<file path="src/rtl/simd_issue_ctrl_pkg.sv">
// simd_issue_ctrl_pkg: opcode, ALU op, instruction class and FSM encodings plus instr field positions.
package simd_issue_ctrl_pkg;
   typedef enum logic [3:0] {
      OP_NOP  = 4'h0, OP_ADD = 4'h1, OP_SUB = 4'h2, OP_AND = 4'h3,
      OP_OR   = 4'h4, OP_XOR = 4'h5, OP_MOV = 4'h6, OP_LDI = 4'h7,
      OP_HALT = 4'hF
   } opcode_t;
   typedef enum logic [2:0] {ALU_ADD, ALU_SUB, ALU_AND, ALU_OR, ALU_XOR, ALU_MOV} alu_op_t;
   typedef enum logic [2:0] {CLS_NOP, CLS_ALU, CLS_LDI, CLS_HALT, CLS_ILL} instr_class_t;
   typedef enum logic [2:0] {IDLE, DECODE, READ, EXEC, WAIT, WRITE, HALTED} state_t;
   localparam int OPC_LSB = 12;
   localparam int RD_LSB  = 8;
   localparam int RS1_LSB = 4;
   localparam int RS2_LSB = 0;
   localparam int IMM_LSB = 0;
endpackage

</file>
<file path="src/rtl/simd_instr_decode.sv">
// simd_instr_decode: maps a 4-bit opcode to its instruction class and ALU operation.
module simd_instr_decode
   import simd_issue_ctrl_pkg::*;
(
   input  logic [3:0]   opc,
   output instr_class_t cls,
   output alu_op_t      alu_op
);
   assign cls = (opc == OP_NOP)                   ? CLS_NOP  :
                (opc >= OP_ADD && opc <= OP_MOV)  ? CLS_ALU  :
                (opc == OP_LDI)                   ? CLS_LDI  :
                (opc == OP_HALT)                  ? CLS_HALT : CLS_ILL;
   assign alu_op = alu_op_t'(3'(opc - 4'd1));
endmodule

</file>
<file path="src/rtl/simd_issue_ctrl.sv">
// simd_issue_ctrl: single-issue controller sequencing register read, ALU issue, wait and write-back.
module simd_issue_ctrl
   import simd_issue_ctrl_pkg::*;
#(
   parameter int DW      = 8,
   parameter int AW      = 4,
   parameter int TIMEOUT = 15
) (
   input  logic          clk,
   input  logic          rst_n,
   input  logic          instr_valid,
   output logic          instr_ready,
   input  logic [15:0]   instr,
   output logic          en_read,
   output logic [AW-1:0] reg_read_addr1,
   output logic [AW-1:0] reg_read_addr2,
   input  logic [DW-1:0] reg_read_data1,
   input  logic [DW-1:0] reg_read_data2,
   output logic          en_write,
   output logic [AW-1:0] reg_write_addr,
   output logic [DW-1:0] reg_write_data,
   output logic          alu_start,
   output logic [2:0]    alu_op,
   output logic [DW-1:0] alu_a,
   output logic [DW-1:0] alu_b,
   input  logic          alu_done,
   input  logic [DW-1:0] alu_result,
   output logic          busy,
   output logic          halted,
   output logic          err,
   output logic [15:0]   retired_cnt
);
   state_t       state;
   logic [15:0]  ir;
   logic [3:0]   timer;
   instr_class_t cls;
   alu_op_t      dec_op;

   simd_instr_decode u_dec (
      .opc    (ir[OPC_LSB +: 4]),
      .cls    (cls),
      .alu_op (dec_op)
   );

   // Outputs are registered alongside the state, so each is set on the edge entering its state.
   always_ff @(posedge clk or negedge rst_n)
      if (!rst_n) begin
         state          <= IDLE;
         ir             <= '0;
         timer          <= '0;
         instr_ready    <= 1'b1;
         en_read        <= 1'b0;
         reg_read_addr1 <= '0;
         reg_read_addr2 <= '0;
         en_write       <= 1'b0;
         reg_write_addr <= '0;
         reg_write_data <= '0;
         alu_start      <= 1'b0;
         alu_op         <= '0;
         alu_a          <= '0;
         alu_b          <= '0;
         busy           <= 1'b0;
         halted         <= 1'b0;
         err            <= 1'b0;
         retired_cnt    <= '0;
      end else begin
         en_read   <= 1'b0;
         en_write  <= 1'b0;
         alu_start <= 1'b0;
         case (state)
            IDLE:
               if (instr_valid) begin
                  ir          <= instr;
                  instr_ready <= 1'b0;
                  busy        <= 1'b1;
                  state       <= DECODE;
               end
            DECODE:
               case (cls)
                  CLS_ALU: begin
                     en_read        <= 1'b1;
                     reg_read_addr1 <= AW'(ir[RS1_LSB +: 4]);
                     reg_read_addr2 <= AW'(ir[RS2_LSB +: 4]);
                     state          <= READ;
                  end
                  CLS_LDI: begin
                     en_write       <= 1'b1;
                     reg_write_addr <= AW'(ir[RD_LSB +: 4]);
                     reg_write_data <= DW'(ir[IMM_LSB +: 8]);
                     state          <= WRITE;
                  end
                  CLS_HALT: begin
                     halted <= 1'b1;
                     state  <= HALTED;
                  end
                  default: begin
                     err         <= err | (cls == CLS_ILL);
                     instr_ready <= 1'b1;
                     busy        <= 1'b0;
                     state       <= IDLE;
                  end
               endcase
            READ: begin
               alu_a     <= reg_read_data1;
               alu_b     <= reg_read_data2;
               alu_op    <= dec_op;
               alu_start <= 1'b1;
               state     <= EXEC;
            end
            EXEC: begin
               timer <= '0;
               state <= WAIT;
            end
            WAIT:
               if (alu_done) begin
                  en_write       <= 1'b1;
                  reg_write_addr <= AW'(ir[RD_LSB +: 4]);
                  reg_write_data <= alu_result;
                  state          <= WRITE;
               end else if (timer == 4'(TIMEOUT - 1)) begin
                  err         <= 1'b1;
                  instr_ready <= 1'b1;
                  busy        <= 1'b0;
                  state       <= IDLE;
               end else
                  timer <= timer + 4'd1;
            WRITE: begin
               retired_cnt <= retired_cnt + 16'd1;
               instr_ready <= 1'b1;
               busy        <= 1'b0;
               state       <= IDLE;
            end
            default: state <= HALTED;
         endcase
      end
endmodule

</file>
<file path="config.mk">
export PLATFORM = sky130hd
export DESIGN_NAME = simd_issue_ctrl
export DESIGN_NICKNAME = d
export VERILOG_FILES = /design/src/rtl/simd_issue_ctrl_pkg.sv /design/src/rtl/simd_instr_decode.sv /design/src/rtl/simd_issue_ctrl.sv
export SDC_FILE = /design/constraint.sdc
export NUM_CORES = 1
export LEC_CHECK = 0
export BUFFER_PORTS_ARGS = -buffer_cell sky130_fd_sc_hd__clkbuf_2
export CELL_PAD_IN_SITES_DETAIL_PLACEMENT = 1
export CELL_PAD_IN_SITES_GLOBAL_PLACEMENT = 2
export CORE_MARGIN = 10
export CORE_UTILIZATION = 36
export CTS_BUF_LIST = sky130_fd_sc_hd__clkbuf_8
export DETAILED_ROUTE_END_ITERATION = 8
export PLACE_DENSITY_LB_ADDON = 0.1
export SYNTH_ARGS = -nofsm -noshare
export SYNTH_HDL_FRONTEND = slang
export SYNTH_SLANG_ARGS = --single-unit
</file>
<file path="constraint.sdc">
create_clock -name clk -period 4.27 [get_ports clk]
set_clock_uncertainty 0.15 [all_clocks]
set_input_delay 0.6405 -clock clk [delete_from_list [all_inputs] [get_ports clk]]
set_output_delay 0.6405 -clock clk [all_outputs]
set_load 0.01 [all_outputs]
</file>
* Yosys cells after proc, flatten, opt, wreduce, memory -nomap -nowiden *
Cells that the tools add are included.
Widths: inputs -> output; s select.

word-level totals
  flip-flop bits (word level) = 85
  output and inout bits = 62
  logic and storage cells = 95
  input port bits = 44

cells by class
  multiplexer cells = 36
  $add $sub $neg = 3
  bitwise operators = 1
  magnitude comparators = 2
  eq/ne operators = 20
  reductions and logical operators = 15

operator list
  kind                   count
  $mux 3                 7
  $pmux 3 s6             1
  $add 16x1->16 const B  1
  $mux 4                 4
  $mux 8                 2
  $pmux 4 s2             2
  $pmux 8 s2             1
  $mux 1                 14
  $ne 2x2->1 const B     7
  $eq 3x2->1 const B     4
  $eq 3x3->1 const B     3
  $pmux 3 s3             1
  $eq 4x4->1 const B     2
  $pmux 1 s4             2
  $reduce_and 2->1       4
  $eq 3x1->1 const B     2
  $reduce_and 3->1       2
  $reduce_and 5->1       1
  $add 4x1->4 const B    1
  $eq 4x3->1 const B     1
  $ge 4x1->1 const B     1
  $le 4x3->1 const B     1
  $logic_not 4->1        1
  $pmux 1 s2             2
  other kinds (9)        10

* Depth between registers and ports, before layout *
Gate-level depths: netlist of the first run.

  word-level depth = 9
  mapped depth = 7
  mapped depth without buffers = 6

* Modules after synthesis *
From an unflattened synthesis of the first run, not the netlist that was laid out.

unflattened totals
  cells, all modules = 278
  area total of the unflattened synthesis = 3627.2 um^2

by module, submodules not included
  module             instances  sequential area each (um^2)  area an instance (um^2)  cells an instance
  simd_issue_ctrl    1          2128.3                       3514.6                   263
  simd_instr_decode  1          0.0                          112.6                    15

* Least setup slack after synthesis of the first run *
Ideal clock, no wire load.

  path kind = reg-to-reg
  start point = register ir[12]
  end point = register reg_write_addr[1]
  data required time = 3995 ps
  buffers on the path = 1
  data arrival time = 1610 ps
  library setup time = 125 ps
  period minus slack after synthesis = 1885 ps
  cell stages (with the launch flop) = 7
  path slack = 2385 ps
  path through = dfrtp_1 -> inv_1 -> ha_1 -> and4bb_2 -> a32oi_2 -> buf_4 -> mux2_4

between the ends
  cells in the longest elaborated chain, start to end = 8
  elaborated cells between the ends (all ways) = 13
  classes of those cells = order compare: 2; eq/ne: 4; mux: 4; reduce/logical: 3

ends and longest elaborated chain
  element                              line                     source
  from (decl)                          simd_issue_ctrl.sv:34    logic [15:0] ir;
  from (signal assigned)               simd_issue_ctrl.sv:73    ir <= instr;
  $eq 4x4->1                           simd_instr_decode.sv:12  (opc == OP_HALT) ? CLS_HALT : CLS_ILL;
  $mux 3                               simd_instr_decode.sv:12
  $mux 3                               simd_instr_decode.sv:11  (opc == OP_LDI) ? CLS_LDI :
  $mux 3                               simd_instr_decode.sv:10  (opc >= OP_ADD && opc <= OP_MOV) ? CLS_ALU :
  $mux 3 *                             simd_instr_decode.sv:9   assign cls = (opc == OP_NOP) ? CLS_NOP :
  $eq 3x2->1 *                         simd_issue_ctrl.sv:79    case (cls)
  $ne 2x2->1 (no source line) *        n/a
  $reduce_and 3->1 (no source line) *  n/a
  to (signal assigned)                 simd_issue_ctrl.sv:88    reg_write_addr <= AW'(ir[RD_LSB +: 4]);
  to (signal assigned)                 simd_issue_ctrl.sv:117   reg_write_addr <= AW'(ir[RD_LSB +: 4]);
  to (decl)                            simd_issue_ctrl.sv:20    output logic [AW-1:0] reg_write_addr,

Mark *: on every way between the ends. The rest lies on a longest branch, timed or not.
A chain may end at the register's enable or synchronous reset.

* Final worst setup path of the first run *
  start point = register state[2]
  end point = register alu_op[2]

between the ends
  cells in the longest elaborated chain, start to end = 1

ends and longest elaborated chain
  element                 line                    source
  from (decl)             simd_issue_ctrl.sv:33   state_t state;
  from (signal assigned)  simd_issue_ctrl.sv:48   state <= IDLE;
  from (signal assigned)  simd_issue_ctrl.sv:76   state <= DECODE;
  from (signal assigned)  simd_issue_ctrl.sv:84   state <= READ;
  $eq 3x2->1              simd_issue_ctrl.sv:70   case (state)
  to (signal assigned)    simd_issue_ctrl.sv:106  alu_op <= dec_op;
  to (decl)               simd_issue_ctrl.sv:23   output logic [2:0] alu_op,

No other way between the ends.

==> impl_metrics.tcl, run 1 <==
set metrics [dict create \
    worst_hold_slack_ps 255.9 \
    synth_top_flop_cell "sky130_fd_sc_hd__dfrtp_1" \
    wl_um 9177 \
    synthesis.area_per_instance_um2 11.35 \
    cts-root-to-sink-buffers 2 \
    data_required_time_of_the_critical_path_ps 4340 \
    flow.area_growth_from_synthesis_pct 22.97 \
    global_route.overflow_total 0 \
    report.final.setup_viol 0 \
    dp.final_hpwl_um 6780 \
    power.switching_fraction_pct 36.69 \
    tritoncts "yes" \
    post_cts_buffers 0 \
    detailroute.via_count 2645 \
    io_buffers 105 \
    crit_end_element "register" \
    cts.reportedPaths.clkPinSlew_ps 80 \
    grt_max_degree 70 \
    rsz_0062_raised_after_global_routing "no" \
    p_int_w 0.001987 \
    synth_top_area_share_pct 57.18 \
    dp_cells 551 \
    post_synth_inst_count 324 \
    die_y_um 121.1 \
    drt_iter0_markers 175 \
    drc 0 \
    starting_utilization_of_the_core_area_pct 37.27 \
    synth.yosys.warnings 0 \
    relSlewSlack_pct 26.81 \
    ctsHtreeMaxLevel 3 \
    timing.hold.worst.class "input pin to async pin" \
    finalInstanceArea_um2 4521 \
    count_of_state_elements_after_synthesis 85 \
    fp-row-count 36 \
    io_pins 106 \
    maxClockFrequency_mhz 384.2 \
    power.switching_w 0.001151 \
    number_of_antenna_violations_at_the_first_check_in_global_routing 0 \
    synth_enable_flop_cells 0 \
    power.clock.fraction_pct 19.9 \
    criticalPathCategory "register to register" \
    status "finished clean" \
    clkLatencyLatePin_ps 350 \
    drt-vias-per-instance 4.665 \
    cp_max_fo 21 \
    finalNetCount 479 \
    place.gp.congestion 0.7901 \
    part_of_the_yosys_area_used_for_sequential_elements_pct 57.90 \
    synth_area_leader_cell "sky130_fd_sc_hd__dfrtp_1" \
    power.share.sequential_pct 44.4 \
    clock-root-buffer "sky130_fd_sc_hd__clkbuf_8" \
    detailedRoute.firstPassIterationCount 4 \
    die-width_um 121.1 \
    grt_util_all_layers_pct 12.89 \
    maximum_capacitance_violations 0 \
    finish.utilization_pct 45.83 \
    start_kind "register" \
    grt_first_pass_wirelength_um 15170 \
    ys_types 45 \
    grt_pass1_vias 2913 \
    core_um2 9864 \
    vdd_ir_drop_max_mv 0.2764 \
    full_die_area_um2 14650 \
    postCtsHoldBufs 0 \
    timing_worst_slew_pin_value_ps 1098 \
    route.antenna.remaining_nets 0 \
    drive_above_1_share_pct 36.18 \
    timing.final.crit_share_pct 60.96 \
    power.combinational.fraction_pct 35.8 \
    cts-buffers-inserted 9 \
    timing.critical_path.arrival_ps 2670 \
    setup-tns-final_ps 0 \
    hold_viol_final 0 \
    postCtsResizedCells 0 \
    power.density_nw_per_um2 694.3 \
    layoutNonFillerInstCount 567 \
    p_leak_nw 2.315 \
    drt-wirelength-per-cell_um 16.19 \
    number_of_clock_sinks_seen_by_cts 85 \
    post-route-min-period_ps 2603 \
    dpl-instance-area_um2 4305 \
    synth_area_leaders "sky130_fd_sc_hd__dfrtp_1, sky130_fd_sc_hd__nand2_1, sky130_fd_sc_hd__mux2_2" \
    ys_async_sr_fraction_pct 100.0 \
    antennaDiodeCount 0 \
    synthesized_area_um2 3676 \
    syn-num-nets 374 \
    report.final.slew_viol_count 0 \
]
sequential cells by signal, summed over array words and instances (netlist names), 4 cells and up:
register and flops:
alu_a 8, reg_write_addr 4, reg_write_data 8, ir 16, alu_b 8, reg_read_addr2 4, reg_read_addr1 4, timer 4
retired_cnt 16
path summary, 6_finish.rpt:
| check | startpoint | endpoint | slack, ps | cells after the start |
|---|---|---|---|---|
| setup reg to reg | state[2] | alu_op[2] | 1670 | 5 |
| setup / recovery | state[2] | alu_op[2] | 1670 | 5 |
| max in group asynchronous | rst_n | instr_ready | 2900 | 2 |
| hold reg to reg | halted | halted | 320 | 1 |
| min in group clk | reg_read_data1[0] | alu_a[0] | 320 | 3 |
| hold / removal | rst_n | alu_b[2] | 260 | 1 |
synth_stat cells, drive strengths merged, types with 3 or more instances:
cell type   n
dfrtp      84
nand2      76
mux2       26
o21ai      16
nor2       14
xnor2      12
buf        10
inv         9
mux2i       8
ha          6
and3        5
nand4       5
xor2        5
a21oi       4
a31oi       4
and2        4
nand3       4
clkbuf      3
nand2b      3
logic make-up (layout without fill, tap and decap cells):
group / after synthesis / count (layout) / synth area share [%]
DFF: 85 / 85 / 57.90
and+or+nand+nor: 125 / 125 / 16.64
AOI/OAI and AO/OA: 34 / 34 / 5.821
buffers and inverters: 23 / 133 / 3.199
muxes: 34 / 34 / 10.35
adders and majority gates: 6 / 6 / 2.042
xor gates and xnor gates: 17 / 17 / 4.050
placed cells by master (no fill, tap or decap), types with 5 or more instances in the layout:
cell and count:
sky130_fd_sc_hd__and3_1 5, sky130_fd_sc_hd__xor2_1 5, sky130_fd_sc_hd__clkbuf_8 9, sky130_fd_sc_hd__nand2_1 76, sky130_fd_sc_hd__xnor2_1 12, sky130_fd_sc_hd__clkbuf_2 104
sky130_fd_sc_hd__ha_1 6, sky130_fd_sc_hd__nor2_1 14, sky130_fd_sc_hd__nand4_1 5, sky130_fd_sc_hd__dfrtp_1 84, sky130_fd_sc_hd__mux2i_1 8, sky130_fd_sc_hd__mux2_2 24
sky130_fd_sc_hd__inv_1 10, sky130_fd_sc_hd__o21ai_0 16
power by group through the flow:
| stage | combinational (W) | clock (W) | sequential, W |
|---|---|---|---|
| floorplan | 0.000681 | 0 | 0.00144 |
| global route | 0.00128 | 0.000680 | 0.00145 |
| global placement | 0.00114 | 0 | 0.00140 |
| finish | 0.00112 | 0.000623 | 0.00139 |
| detailed placement | 0.00116 | 0 | 0.00142 |
| CTS | 0.00117 | 0.000646 | 0.00140 |
stage by stage:
| step | setup WS (ps) | total power (W) |
|---|---|---|
| 2_1_floorplan | 2385 | 0.002121 |
| 3_3_place_gp | 1667 | 0.002538 |
| 3_5_place_dp | 1564 | 0.002574 |
| 4_1_cts | 1529 | 0.003210 |
| 5_1_grt | 1277 | 0.003410 |
| 6_report | 1667 | 0.003138 |
per-layer routing:
layer | global-route usage (%) | part of all wire (%) | vias to the layer above
met5 | 0 | 0 | -
met4 | 4.525 | 1.1 | 0
met3 | 4.421 | 5.8 | 11
met2 | 21.12 | 49 | 56
met1 | 15.40 | 44 | 1286
li1 | - | - | 1292
area by class of cell:
class                      count  area, um^2
clock buffer                   9       123.9
clock inverter                 7       91.34
fill                        1129        5344
inverter                      10       37.54
multi-input combinational    216        1430
sequential                    85        2128
tap                          133       166.4
timing repair buffer         107       543.0
critical path, stage by stage (launching register included):
cell and delay, ps:
sky130_fd_sc_hd__dfrtp_1 580, sky130_fd_sc_hd__nor2_1 130, sky130_fd_sc_hd__nand2_1 600, sky130_fd_sc_hd__clkinv_1 710
sky130_fd_sc_hd__nor2_1 240, sky130_fd_sc_hd__a31oi_1 60
Power figures use the tool's default switching activity.
==> inputs of run 2 (changes only) <==
--- a/config.mk
+++ b/config.mk
@@ -9,7 +9,7 @@
 export CELL_PAD_IN_SITES_DETAIL_PLACEMENT = 1
 export CELL_PAD_IN_SITES_GLOBAL_PLACEMENT = 2
 export CORE_MARGIN = 10
-export CORE_UTILIZATION = 36
+export CORE_UTILIZATION = 30
 export CTS_BUF_LIST = sky130_fd_sc_hd__clkbuf_8
 export DETAILED_ROUTE_END_ITERATION = 8
 export PLACE_DENSITY_LB_ADDON = 0.1
==> constraint.sdc (replaced) <==
create_clock -name clk -period 2.32 [get_ports clk]
set_clock_uncertainty 0.15 [all_clocks]
set_input_delay 0.348 -clock clk [delete_from_list [all_inputs] [get_ports clk]]
set_output_delay 0.348 -clock clk [all_outputs]
set_load 0.01 [all_outputs]
==> impl_metrics.tcl, run 2 (synthesis gave the netlist of run 1 again) <==
set metrics [dict create \
    status "finished clean" \
    finalNetCount 498 \
    grt_use_met3_pct 4.593 \
    timing.hold.worst.class "input pin to register" \
    grt_first_pass_wirelength_um 15950 \
    post-route-min-period_ps 2052 \
    core_um2 12010 \
    maxClockFrequency_mhz 487.4 \
    maximum_capacitance_violations 0 \
    drt_iter0_markers 104 \
    crit_family "flip-flops" \
    number_of_clock_sinks_seen_by_cts 85 \
    io_buffers 105 \
    drt-wirelength-per-cell_um 16.44 \
    fp-row-count 40 \
    number_of_antenna_violations_at_the_first_check_in_global_routing 0 \
    largest_registers "ir (16), retired_cnt (16)" \
    report.final.setup_viol 0 \
    io_pins 106 \
    grt_util_met2_pct 20.37 \
    start_kind "register" \
    critPathBufInv 2 \
    globalRouteMet1Util_pct 13.97 \
    worst_hold_slack_ps 25.63 \
    antennaDiodeCount 0 \
    grt_util_all_layers_pct 12.26 \
    drc 0 \
    detailedRoute.firstPassIterationCount 2 \
    mostFrequentLayoutCell "sky130_fd_sc_hd__clkbuf_2" \
    layoutNonFillerInstCount 600 \
    hold_viol_final 0 \
    full_die_area_um2 17080 \
    clock-root-buffer "sky130_fd_sc_hd__clkbuf_8" \
    dp.final_hpwl_um 7103 \
    r2r_start "ir[12]" \
    cts-buffers-inserted 9 \
    die-width_um 130.7 \
    top_usage_layer "met2" \
    place.gp.congestion 0.7189 \
    drt-vias-per-instance 4.555 \
    cts-root-to-sink-buffers 2 \
    worst_path_max_delay_cell "sky130_fd_sc_hd__dfrtp_1" \
    grt_pass1_vias 3030 \
    layout_common_cells "sky130_fd_sc_hd__clkbuf_2, sky130_fd_sc_hd__dfrtp_1, sky130_fd_sc_hd__nand2_1" \
    clkLatencyLatePin_ps 380 \
    criticalPathCategory "register to register" \
    setup.worst_path.start "ir[12]" \
    grt_max_degree 54 \
    flow.area_growth_from_synthesis_pct 28.80 \
    timing.critical_path.arrival_ps 2170 \
    crit_end_element "register" \
    drive_above_1_share_pct 36.20 \
    ctsHtreeMaxLevel 3 \
    hp-start "reg_read_data2[1]" \
    global_route.overflow_total 0 \
    p_leak_nw 2.391 \
    report.final.slew_viol_count 0 \
    cp_max_fo 22 \
    postCtsResizedCells 0 \
    vdd_ir_drop_max_mv 0.4521 \
    data_required_time_of_the_critical_path_ps 2440 \
    cpPeakStageDelay_ps 400 \
    timing.final.crit_share_pct 88.44 \
    starting_utilization_of_the_core_area_pct 30.60 \
    setup-tns-final_ps 0 \
    power.density_nw_per_um2 1245 \
    tritoncts "yes" \
    die_y_um 130.7 \
    dp_cells 571 \
    route.antenna.remaining_nets 0 \
    cts.reportedPaths.clkPinSlew_ps 90 \
    relSlewSlack_pct 67.35 \
    timing_worst_slew_pin_value_ps 489.7 \
    rsz_0062_raised_after_global_routing "no" \
    wl_um 9864 \
    detailroute.via_count 2733 \
    ordered_cell_list_for_the_critical_path "inv_1 -> ha_1 -> and4bb_2 -> a32oi_2 -> buf_4 -> mux2_2" \
]
==> run 2: changes by cell type in the layout (fill, tap and decap cells not counted) <==
| cell | before | now |
|---|---|---|
| sky130_fd_sc_hd__buf_4 | 3 | 8 |
| sky130_fd_sc_hd__clkinvlp_4 | 0 | 3 |
| sky130_fd_sc_hd__dlygate4sd3_1 | 0 | 13 |
| sky130_fd_sc_hd__buf_12 | 0 | 1 |
| sky130_fd_sc_hd__clkinv_2 | 2 | 0 |
| sky130_fd_sc_hd__inv_1 | 10 | 9 |
==> run 2: stage by stage <==
step	cell area, um^2	utilization (%)	total power (W)	setup slack [ps]
6_report	4735	39.42	0.005895	268.3
5_1_grt	4735	39.42	0.006427	165.7
4_1_cts	4735	39.42	0.006054	242.1
3_5_place_dp	4380	36.47	0.004813	258.8
3_3_place_gp	4380	36.47	0.004753	284.6
2_1_floorplan	3676	-	0.003903	435.0
==> run 2: worst paths after layout <==
check                                    end  slack (ps)  cells after the start
max reg2reg                reg_write_addr[3]         270                      6
min                                 alu_b[1]          30                      3
min reg2reg                              err         320                      1
max                        reg_write_addr[3]         270                      6
min in group asynchronous           alu_b[3]         310                      2
max in group asynchronous        instr_ready        1050                      3
==> run 2: layout make-up <==
type	count	area [um^2]
clock buffers	9	123.9
clock inverters	7	100.1
fillers	1364	7277
inverters	10	37.54
multi-input cells	216	1430
flip-flops and latches	85	2128
well taps	147	183.9
repair buffers	126	730.7
==> run 2: power by group <==
part / switching [W] / internal [W]
logic: 0.00111 / 0.00102
clock network: 0.000574 / 0.000609
registers: 0.000493 / 0.00209
==> run 2: worst register-to-register path, cell delays in order, from the launching register on <==
cell and delay [ps]:
sky130_fd_sc_hd__dfrtp_1 400, sky130_fd_sc_hd__inv_1 100, sky130_fd_sc_hd__ha_1 180, sky130_fd_sc_hd__and4bb_2 270, sky130_fd_sc_hd__a32oi_2 210, sky130_fd_sc_hd__buf_4 270
sky130_fd_sc_hd__mux2_2 360
==> run 2: repair_timing <==
| item | CTS | global route |
|---|---|---|
| endpoints found under the hold margin | 44 | 0 |
| hold buffers | 13 | 0 |
| buffers inserted | 0 | 0 |
==> run 2: layer usage <==
metal	share of wire [%]	wire, um
met1	42	4137
met2	50	4965
met3	6.0	596
met4	1.7	165
met5	0	0
